===== config.mk =====
export PLATFORM = sky130hd
export DESIGN_NAME = fetch_queue
export DESIGN_NICKNAME = d
export VERILOG_FILES = /design/src/rtl/fetch_queue.sv
export SDC_FILE = /design/constraint.sdc
export NUM_CORES = 1
export LEC_CHECK = 0
export BUFFER_PORTS_ARGS = -buffer_cell sky130_fd_sc_hd__buf_2
export CORE_ASPECT_RATIO = 0.9
export CORE_MARGIN = 5
export CORE_UTILIZATION = 40
export DETAILED_ROUTE_END_ITERATION = 6
export PLACE_DENSITY = 0.59
export SYNTH_ARGS = -nofsm -noshare
export SYNTH_HDL_FRONTEND = slang
export SYNTH_SLANG_ARGS = --single-unit

===== constraint.sdc =====
create_clock -name clk -period 5.86 [get_ports clk]
set_input_delay 0.879 -clock clk [delete_from_list [all_inputs] [get_ports clk]]
set_output_delay 0.879 -clock clk [all_outputs]
set_load 0.02 [all_outputs]

===== src/rtl/fetch_queue.sv =====
// fetch_queue: decoupling FIFO between instruction fetch and decode.
// Each accepted {pc, instr} pair is held in a small circular buffer, and the
// oldest entry is presented to decode first-word-fall-through. Fetch sees
// back-pressure when the buffer is full, and a redirect (flush) empties it.
module fetch_queue #(
  parameter int                 DEPTH     = 4,
  parameter int                 PC_W      = 64,
  parameter int                 INSTR_W   = 32,
  parameter logic [INSTR_W-1:0] NOP_INSTR = 32'h00000013
) (
  input  logic                     clk,
  input  logic                     rst,
  input  logic                     in_valid,
  input  logic [PC_W-1:0]          in_pc,
  input  logic [INSTR_W-1:0]       in_instr,
  output logic                     in_ready,
  output logic                     out_valid,
  output logic [PC_W-1:0]          out_pc,
  output logic [INSTR_W-1:0]       out_instr,
  input  logic                     out_ready,
  input  logic                     flush,
  output logic [$clog2(DEPTH):0]   count
);

  localparam int            AW       = $clog2(DEPTH);
  localparam logic [AW:0]   FULL_CNT = (AW+1)'(DEPTH);

  logic [PC_W-1:0]    pc_mem    [DEPTH];
  logic [INSTR_W-1:0] instr_mem [DEPTH];
  logic [AW-1:0]      wr_ptr;
  logic [AW-1:0]      rd_ptr;
  logic               push;
  logic               pop;

  // Handshake flags depend on occupancy only; a same-cycle pop does not
  // open a slot for fetch until the following cycle.
  assign in_ready  = (count != FULL_CNT);
  assign out_valid = (count != '0);

  // A redirect takes priority over any transfer in the same cycle.
  assign push = in_valid & in_ready & ~flush;
  assign pop  = out_valid & out_ready & ~flush;

  // Head entry falls through; an empty queue shows a harmless NOP at PC 0.
  assign out_pc    = out_valid ? pc_mem[rd_ptr]    : '0;
  assign out_instr = out_valid ? instr_mem[rd_ptr] : NOP_INSTR;

  // Storage is written only on an accepted push and needs no reset.
  always_ff @(posedge clk) begin
    if (push) begin
      pc_mem[wr_ptr]    <= in_pc;
      instr_mem[wr_ptr] <= in_instr;
    end
  end

  // Pointer and occupancy tracking; pointers wrap naturally at a power-of-2 depth.
  always_ff @(posedge clk or posedge rst) begin
    if (rst) begin
      wr_ptr <= '0;
      rd_ptr <= '0;
      count  <= '0;
    end else if (flush) begin
      wr_ptr <= '0;
      rd_ptr <= '0;
      count  <= '0;
    end else begin
      if (push) wr_ptr <= wr_ptr + 1'b1;
      if (pop)  rd_ptr <= rd_ptr + 1'b1;
      case ({push, pop})
        2'b10:   count <= count + 1'b1;
        2'b01:   count <= count - 1'b1;
        default: count <= count;
      endcase
    end
  end

endmodule


==> results of run 1 <==
## per-layer routing
layer	share of wire	up-vias	track usage
met3	0.058	57	0.0400
met1	0.46	3734	0.210
met5	0.0025	-	0
met4	0.021	14	0.0460
met2	0.46	193	0.225
li1	-	3178	-
## state kept, by name, summed over array words and instances (netlist names)
signal and count:
count 3, pc_mem 256, instr_mem 128, wr_ptr 2
rd_ptr 2
## report_power, final
group / total (mW) / switching, mW / internal [mW]
Combinational: 0.695 / 0.400 / 0.295
Clock: 2.48 / 1.01 / 1.46
Sequential: 3.20 / 0.0482 / 3.15
Total: 6.38 / 1.46 / 4.91
## area by class of cell
class | count | area [um2] | share of cell area
clock inverters | 15 | 175 | 0.00981
inverters | 8 | 30.0 | 0.00168
well taps | 483 | 604 | 0.0338
clock buffers | 56 | 1110 | 0.0623
diodes | 1 | 2.50 | 0.000140
multi-input cells | 238 | 3100 | 0.174
repair buffers | 214 | 1120 | 0.0625
flip-flops and latches | 391 | 11700 | 0.656
## layout by cell type (no fill, tap or decap), types with 3 or more instances in the layout
| master | count |
|---|---|
| a21oi_1 | 3 |
| and2_1 | 93 |
| and2_4 | 4 |
| buf_2 | 201 |
| buf_4 | 12 |
| bufinv_16 | 3 |
| clkbuf_1 | 12 |
| clkbuf_16 | 41 |
| clkbuf_8 | 3 |
| clkinv_1 | 4 |
| clkinv_2 | 4 |
| dfrtp_1 | 5 |
| edfxtp_1 | 384 |
| ha_1 | 4 |
| inv_1 | 7 |
| mux4_2 | 96 |
| nand3_1 | 4 |
| nor2_1 | 5 |
| or2_1 | 3 |
## metrics by stage
step | setup WS, ns | utilization
floorplan | 1.64 | -
global placement | 2.50 | 0.445
detailed placement | 2.48 | 0.445
CTS | 1.88 | 0.480
global route | 1.75 | 0.480
finish | 2.02 | 0.480
## synthesized netlist by cell type
library cell / count
edfxtp_1: 384
and2_1: 97
mux4_2: 96
clkbuf_1: 18
buf_2: 15
inv_1: 8
dfrtp_1: 7
nor2_1: 5
ha_1: 4
nand3_1: 4
a21oi_1: 3
or2_1: 3
buf_6: 2
buf_8: 2
nand2_1: 2
nand2b_1: 2
nor3_1: 2
o2111ai_1: 2
o21ai_0: 2
xor2_1: 2
a211oi_1: 1
a31oi_1: 1
buf_1: 1
fa_1: 1
mux2_2: 1
nor3_2: 1
nor3b_1: 1
o21a_1: 1
o21bai_1: 1
o221ai_1: 1
o311ai_0: 1
o31ai_1: 1
or2_2: 1
or4_1: 1
xnor2_1: 1
## how the worst max path moves through the flow
stage / startpoint / to / cells past startpoint
floorplan: in_valid / instr_mem[0][0] / 4
global placement: rd_ptr[0] / out_pc[34] / 4
detailed placement: in_valid / pc_mem[1][59] / 5
CTS: rd_ptr[0] / out_pc[34] / 4
global route: rd_ptr[0] / out_pc[34] / 4
finish: rd_ptr[0] / out_pc[34] / 4
## worst max-delay path: cells and delay by family (launching register included)
kind	cells	cell delay [ns]
buffers and inverters	2	0.65
and+or+nand+nor	1	0.18
DFF	1	0.98
muxes	1	0.56
## logic make-up (layout without fill, tap and decap cells)
logic type / Yosys count / count (layout)
AOI/OAI and AO/OA: 14 / 14
xor gates and xnor gates: 3 / 3
adders and majority gates: 5 / 5
buffers and inverters: 46 / 293
DFF: 391 / 391
muxes: 97 / 97
other: 0 / 1
and+or+nand+nor: 119 / 119
==> flow_summary.json, run 1 <==
{
  "status": "complete, no violations",
  "avgRoutedWirePerCell_um": 21.5,
  "synth.largest_area_cell": "edfxtp_1",
  "maxCapViolations": 0,
  "grt_max_degree": 58,
  "placed_area_um2": 16600,
  "dr.first_iter.drc_count": 350,
  "fin_nets": 1000,
  "synth_cell_types": 35,
  "reg2reg_depth": 4,
  "synth_seq_cells": 391,
  "drv_slew": 0,
  "clock_path_buffers": 3,
  "place_congestion": 0.691,
  "synth-simple-area-share": 0.0483,
  "clk_latency_ns": 0.55,
  "port_buffers": 201,
  "vias": 7176,
  "synth-compound-area-share": 0.00641,
  "grt_pass1_wl_mm": 47.6,
  "synth_top_area_share": 0.767,
  "critical_path_class": "register to output pin",
  "worst_pin_slew_ns": 0.919,
  "synth_top_family_by_area": "multiplexers",
  "hold_ws_ns": 0.254,
  "cts-htree-levels": 2,
  "dp_hpwl_mm": 18.0,
  "min_period_over_period": 0.656,
  "crit_path_top_delay_cell": "dfrtp_4",
  "drc_errors": 0,
  "synthTopCellsByArea": "edfxtp_1, mux4_2, and2_1",
  "path_cells": "buf_4 > mux4_2 > and2_1 > buf_2",
  "cp_max_fo": 39,
  "ant_nets": 0,
  "rsz0062_at_grt": "false",
  "cts-resized-gates": 0,
  "yosys_warnings": 0,
  "cts_tree": "built",
  "r2r-end": "pc_mem[1][61]",
  "overflow": 0,
  "dr.pass1.iters": 4,
  "reg2reg_slack_ns": 2.99,
  "clk_root_buffer_cell": "clkbuf_16",
  "vdd_drop_max_mv": 0.262,
  "syn_area_um2": 15000,
  "io_pins": 202,
  "vias_per_cell": 5.10,
  "cts_hold_buf": 0,
  "stdcell_count": 1406,
  "hold_viol": 0,
  "syn_avg_cell_area_um2": 22.3,
  "path_clk_slew_ns": 0.06,
  "p_per_area_nw_per_um2": 357,
  "num-fill-cells": 3143,
  "seq_area_frac_synth": 0.779,
  "min_period_ns": 3.84,
  "synth_fp_nets": 781,
  "synth_fa_ha_area_frac": 0.00466,
  "design_area_um2": 17900,
  "setup_viol": 0,
  "wl_mm": 30.3,
  "synthXorXnorAreaFrac": 0.00175,
  "max_freq_ghz": 0.260,
  "rr_startpoint": "count[0]",
  "die_width_um": 214,
  "die_h_um": 194,
  "syn2layout_area_growth_pct": 18.8,
  "fin_worst_skew_ns": 0.0148,
  "power.leakage_nw": 6.09,
  "start_util": 0.404,
  "power_mw": 6.38,
  "slew_headroom": 0.387,
  "crit_required_ns": 4.98,
  "fin_tns_setup_ns": 0,
  "dp_cells": 1334,
  "endpoint_kind": "output pin",
  "core_um2": 37200,
  "grt_antenna_before_repair": 7,
  "grt_usage": 0.148,
  "first_global_vias": 7901,
  "slowest_delay_ns": 0.98,
  "hold_class": "input pin to asynchronous set/reset pin",
  "muxShareOfSynthArea": 0.145,
  "numCtsBuffers": 41,
  "post_cts_buffers": 0,
  "cts.sinks": 391,
  "rows": 67,
  "crit_path_start_kind": "register",
  "syn_inst": 675,
  "cp.arrival_ns": 2.96,
  "layout-drive-gt1-share": 0.407,
  "dieArea_um2": 41500
}
Power figures use the tool's default switching activity.
==> run 2, diff against run 1 <==
--- a/config.mk
+++ b/config.mk
@@ -5,12 +5,13 @@
 export SDC_FILE = /design/constraint.sdc
 export NUM_CORES = 1
 export LEC_CHECK = 0
+export ABC_AREA = 1
 export BUFFER_PORTS_ARGS = -buffer_cell sky130_fd_sc_hd__buf_2
 export CORE_ASPECT_RATIO = 0.9
 export CORE_MARGIN = 5
 export CORE_UTILIZATION = 40
 export DETAILED_ROUTE_END_ITERATION = 6
-export PLACE_DENSITY = 0.59
+export PLACE_DENSITY = 0.61
 export SYNTH_ARGS = -nofsm -noshare
 export SYNTH_HDL_FRONTEND = slang
 export SYNTH_SLANG_ARGS = --single-unit
==> constraint.sdc (replaced) <==
create_clock -name clk -period 3.45 [get_ports clk]
set_input_delay 0.5175 -clock clk [delete_from_list [all_inputs] [get_ports clk]]
set_output_delay 0.5175 -clock clk [all_outputs]
set_load 0.02 [all_outputs]
==> flow_summary.json, run 2 <==
{
  "status": "complete, no violations",
  "regArea_um2": 11700,
  "syn_avg_cell_area_um2": 12.9,
  "grt_max_degree": 185,
  "top_register": "pc_mem",
  "syn_inst": 1194,
  "setup_viol": 0,
  "rows": 68,
  "synthFlopType": "edfxtp_1",
  "io_pins": 202,
  "synthTopCellsByArea": "edfxtp_1, nor2_1, o21ai_0",
  "p_per_area_nw_per_um2": 780,
  "clk_latency_ns": 0.53,
  "crit_path_top_delay_cell": "dfrtp_4",
  "crit_path_start_kind": "register",
  "place_congestion": 0.752,
  "grt_antenna_before_repair": 8,
  "vias": 9490,
  "final_common_cell": "nor2_1",
  "syn_area_um2": 15400,
  "top_regs": "pc_mem: 256 flops, instr_mem: 128 flops, count: 3 flops",
  "max_freq_ghz": 0.313,
  "fin_worst_skew_ns": 0.00837,
  "cts.sinks": 391,
  "combPwrFrac": 0.307,
  "yosysMostFrequentCell": "nor2_1",
  "power_mw": 14.1,
  "synth_top_area_share": 0.751,
  "crit_end": "out_instr[15]",
  "syn2layout_area_growth_pct": 18.1,
  "post_cts_buffers": 0,
  "synth_seq_cells": 391,
  "largest_reg_flops": 256,
  "avgRoutedWirePerCell_um": 18.4,
  "crit_family": "buffers and inverters",
  "numCtsBuffers": 42,
  "power_frac_clock": 0.297,
  "num-fill-cells": 3391,
  "power.leakage_nw": 6.51,
  "fin_nets": 1493,
  "drv_slew": 0,
  "worst_pin_slew_ns": 1.14,
  "fin_tns_setup_ns": 0,
  "rr_startpoint": "count[0]",
  "seqPwrFrac": 0.396,
  "p_sw_mw": 4.98,
  "post-route-util": 0.476,
  "start_util": 0.403,
  "critical_path_class": "register to output pin",
  "crit_cells": 6,
  "maxCapViolations": 0,
  "synth.largest_area_cell": "edfxtp_1",
  "die_width_um": 217,
  "vdd_drop_max_mv": 0.544,
  "core_um2": 38100,
  "path_buf_inv": 2,
  "cp.arrival_ns": 2.68,
  "first_global_vias": 9309,
  "synth_cell_types": 26,
  "clock_path_buffers": 3,
  "clk_root_buffer_cell": "clkbuf_16",
  "reg2reg_depth": 7,
  "dr.first_iter.drc_count": 645,
  "cp_max_fo": 184,
  "path_cells": "buf_12 > nor2_1 > nor2_1 > o21ai_1 > a21oi_1 > buf_2",
  "overflow": 0,
  "synth-edff-count": 384,
  "dp_hpwl_mm": 18.9,
  "layout_common_cells": "nor2_1, edfxtp_1, buf_2",
  "slew_headroom": 0.243,
  "vias_per_cell": 4.97,
  "hold_class": "input pin to register",
  "dieArea_um2": 42400,
  "cts-htree-levels": 2,
  "async_flop_share": 0.0179,
  "crit_required_ns": 2.93,
  "min_period_ns": 3.20,
  "synth_fp_nets": 1300,
  "slowest_delay_ns": 0.52,
  "hold_viol": 0,
  "port_buffers": 201,
  "die_h_um": 196,
  "reg2reg_slack_ns": 1.04,
  "path_clk_slew_ns": 0.06,
  "grt_usage": 0.162,
  "intPower_mw": 9.17,
  "crit_path_frequent_cell": "nor2_1",
  "dr.pass1.iters": 5,
  "grt_pass1_wl_mm": 54.0,
  "yosys_warnings": 0,
  "min_period_over_period": 0.926,
  "layout-drive-gt1-share": 0.212,
  "synth_common_cells": "nor2_1, edfxtp_1, o21ai_0",
  "r2r-end": "pc_mem[0][59]",
  "seq_area_frac_synth": 0.762,
  "rsz0062_at_grt": "false",
  "endpoint_kind": "output pin",
  "drc_errors": 0,
  "hp-start": "in_instr[12]",
  "wl_mm": 35.1,
  "ant_nets": 0,
  "critical_path.startpoint": "rd_ptr[0]",
  "swShare": 0.352,
  "cts_tree": "built",
  "multiInputGateArea_um2": 3180
}
-- run 2: cell count changes after synthesis, sizes merged, moves of 3 or more --
cell and change:
nor2 +386, o21ai +191, buf +24, or2 -4, and2 -97, nor3 -3
inv +7, nand2 +20, a21oi +93, mux4 -96, clkbuf +12
-- run 2: per-stage QoR --
| step | instance area, um2 | instances | setup slack, ns | hold slack [ns] |
|---|---|---|---|---|
| floorplan | 15400 | 1194 | -0.618 | 0.321 |
| detailed placement | 16900 | 1832 | 0.896 | 0.496 |
| global route | 18100 | 1908 | 0.124 | 0.169 |
| CTS | 18100 | 1907 | 0.313 | 0.163 |
| finish | 18100 | 1908 | 0.254 | 0.193 |
| global placement | 16900 | 1832 | 0.892 | 0.487 |
-- run 2: power by group through the flow --
stage | clock network, mW | registers [mW] | logic (mW)
floorplan | 0 | 5.71 | 2.91
global placement | 0 | 5.70 | 4.41
detailed placement | 0 | 5.71 | 4.45
CTS | 4.30 | 5.61 | 4.45
global route | 4.51 | 5.63 | 4.75
finish | 4.19 | 5.61 | 4.34
-- run 2: area by class of cell --
| type | instances | area share |
|---|---|---|
| diodes | 1 | 0.000138 |
| clock buffers | 50 | 0.0608 |
| clock inverters | 24 | 0.00952 |
| inverters | 15 | 0.00366 |
| multi-input cells | 714 | 0.175 |
| flip-flops and latches | 391 | 0.646 |
| well taps | 490 | 0.0338 |
| repair buffers | 223 | 0.0709 |
-- run 2: cells by family after synthesis --
| family | Yosys count | share of synthesized area |
|---|---|---|
| xor gates and xnor gates | 1 | 0.000570 |
| buffers and inverters | 89 | 0.0326 |
| AOI/OAI and AO/OA | 293 | 0.0969 |
| DFF | 391 | 0.762 |
| and+or+nand+nor | 415 | 0.103 |
| adders and majority gates | 5 | 0.00456 |
-- run 2: repair_timing --
item / 4_1_cts / 5_1_grt
hold buffers: 1 / 0
resized for setup: 0 / 0
endpoints found under the hold margin: 7 / 0
-- run 2: routing by layer --
metal / track usage / vias up / wire, um
met1: 0.210 / 4573 / 15200
met3: 0.0387 / 59 / 1940
li1: - / 4630 / -
met2: 0.275 / 214 / 17200
met4: 0.0403 / 14 / 662
met5: 0 / - / 80
-- run 2: worst min-delay path by stage --
stage / end / slack [ns] / cells past startpoint
floorplan: count[0] / 0.32 / 1
global placement: count[1] / 0.49 / 2
detailed placement: count[1] / 0.50 / 2
CTS: instr_mem[0][12] / 0.16 / 1
global route: pc_mem[3][27] / 0.17 / 1
finish: instr_mem[1][12] / 0.19 / 1
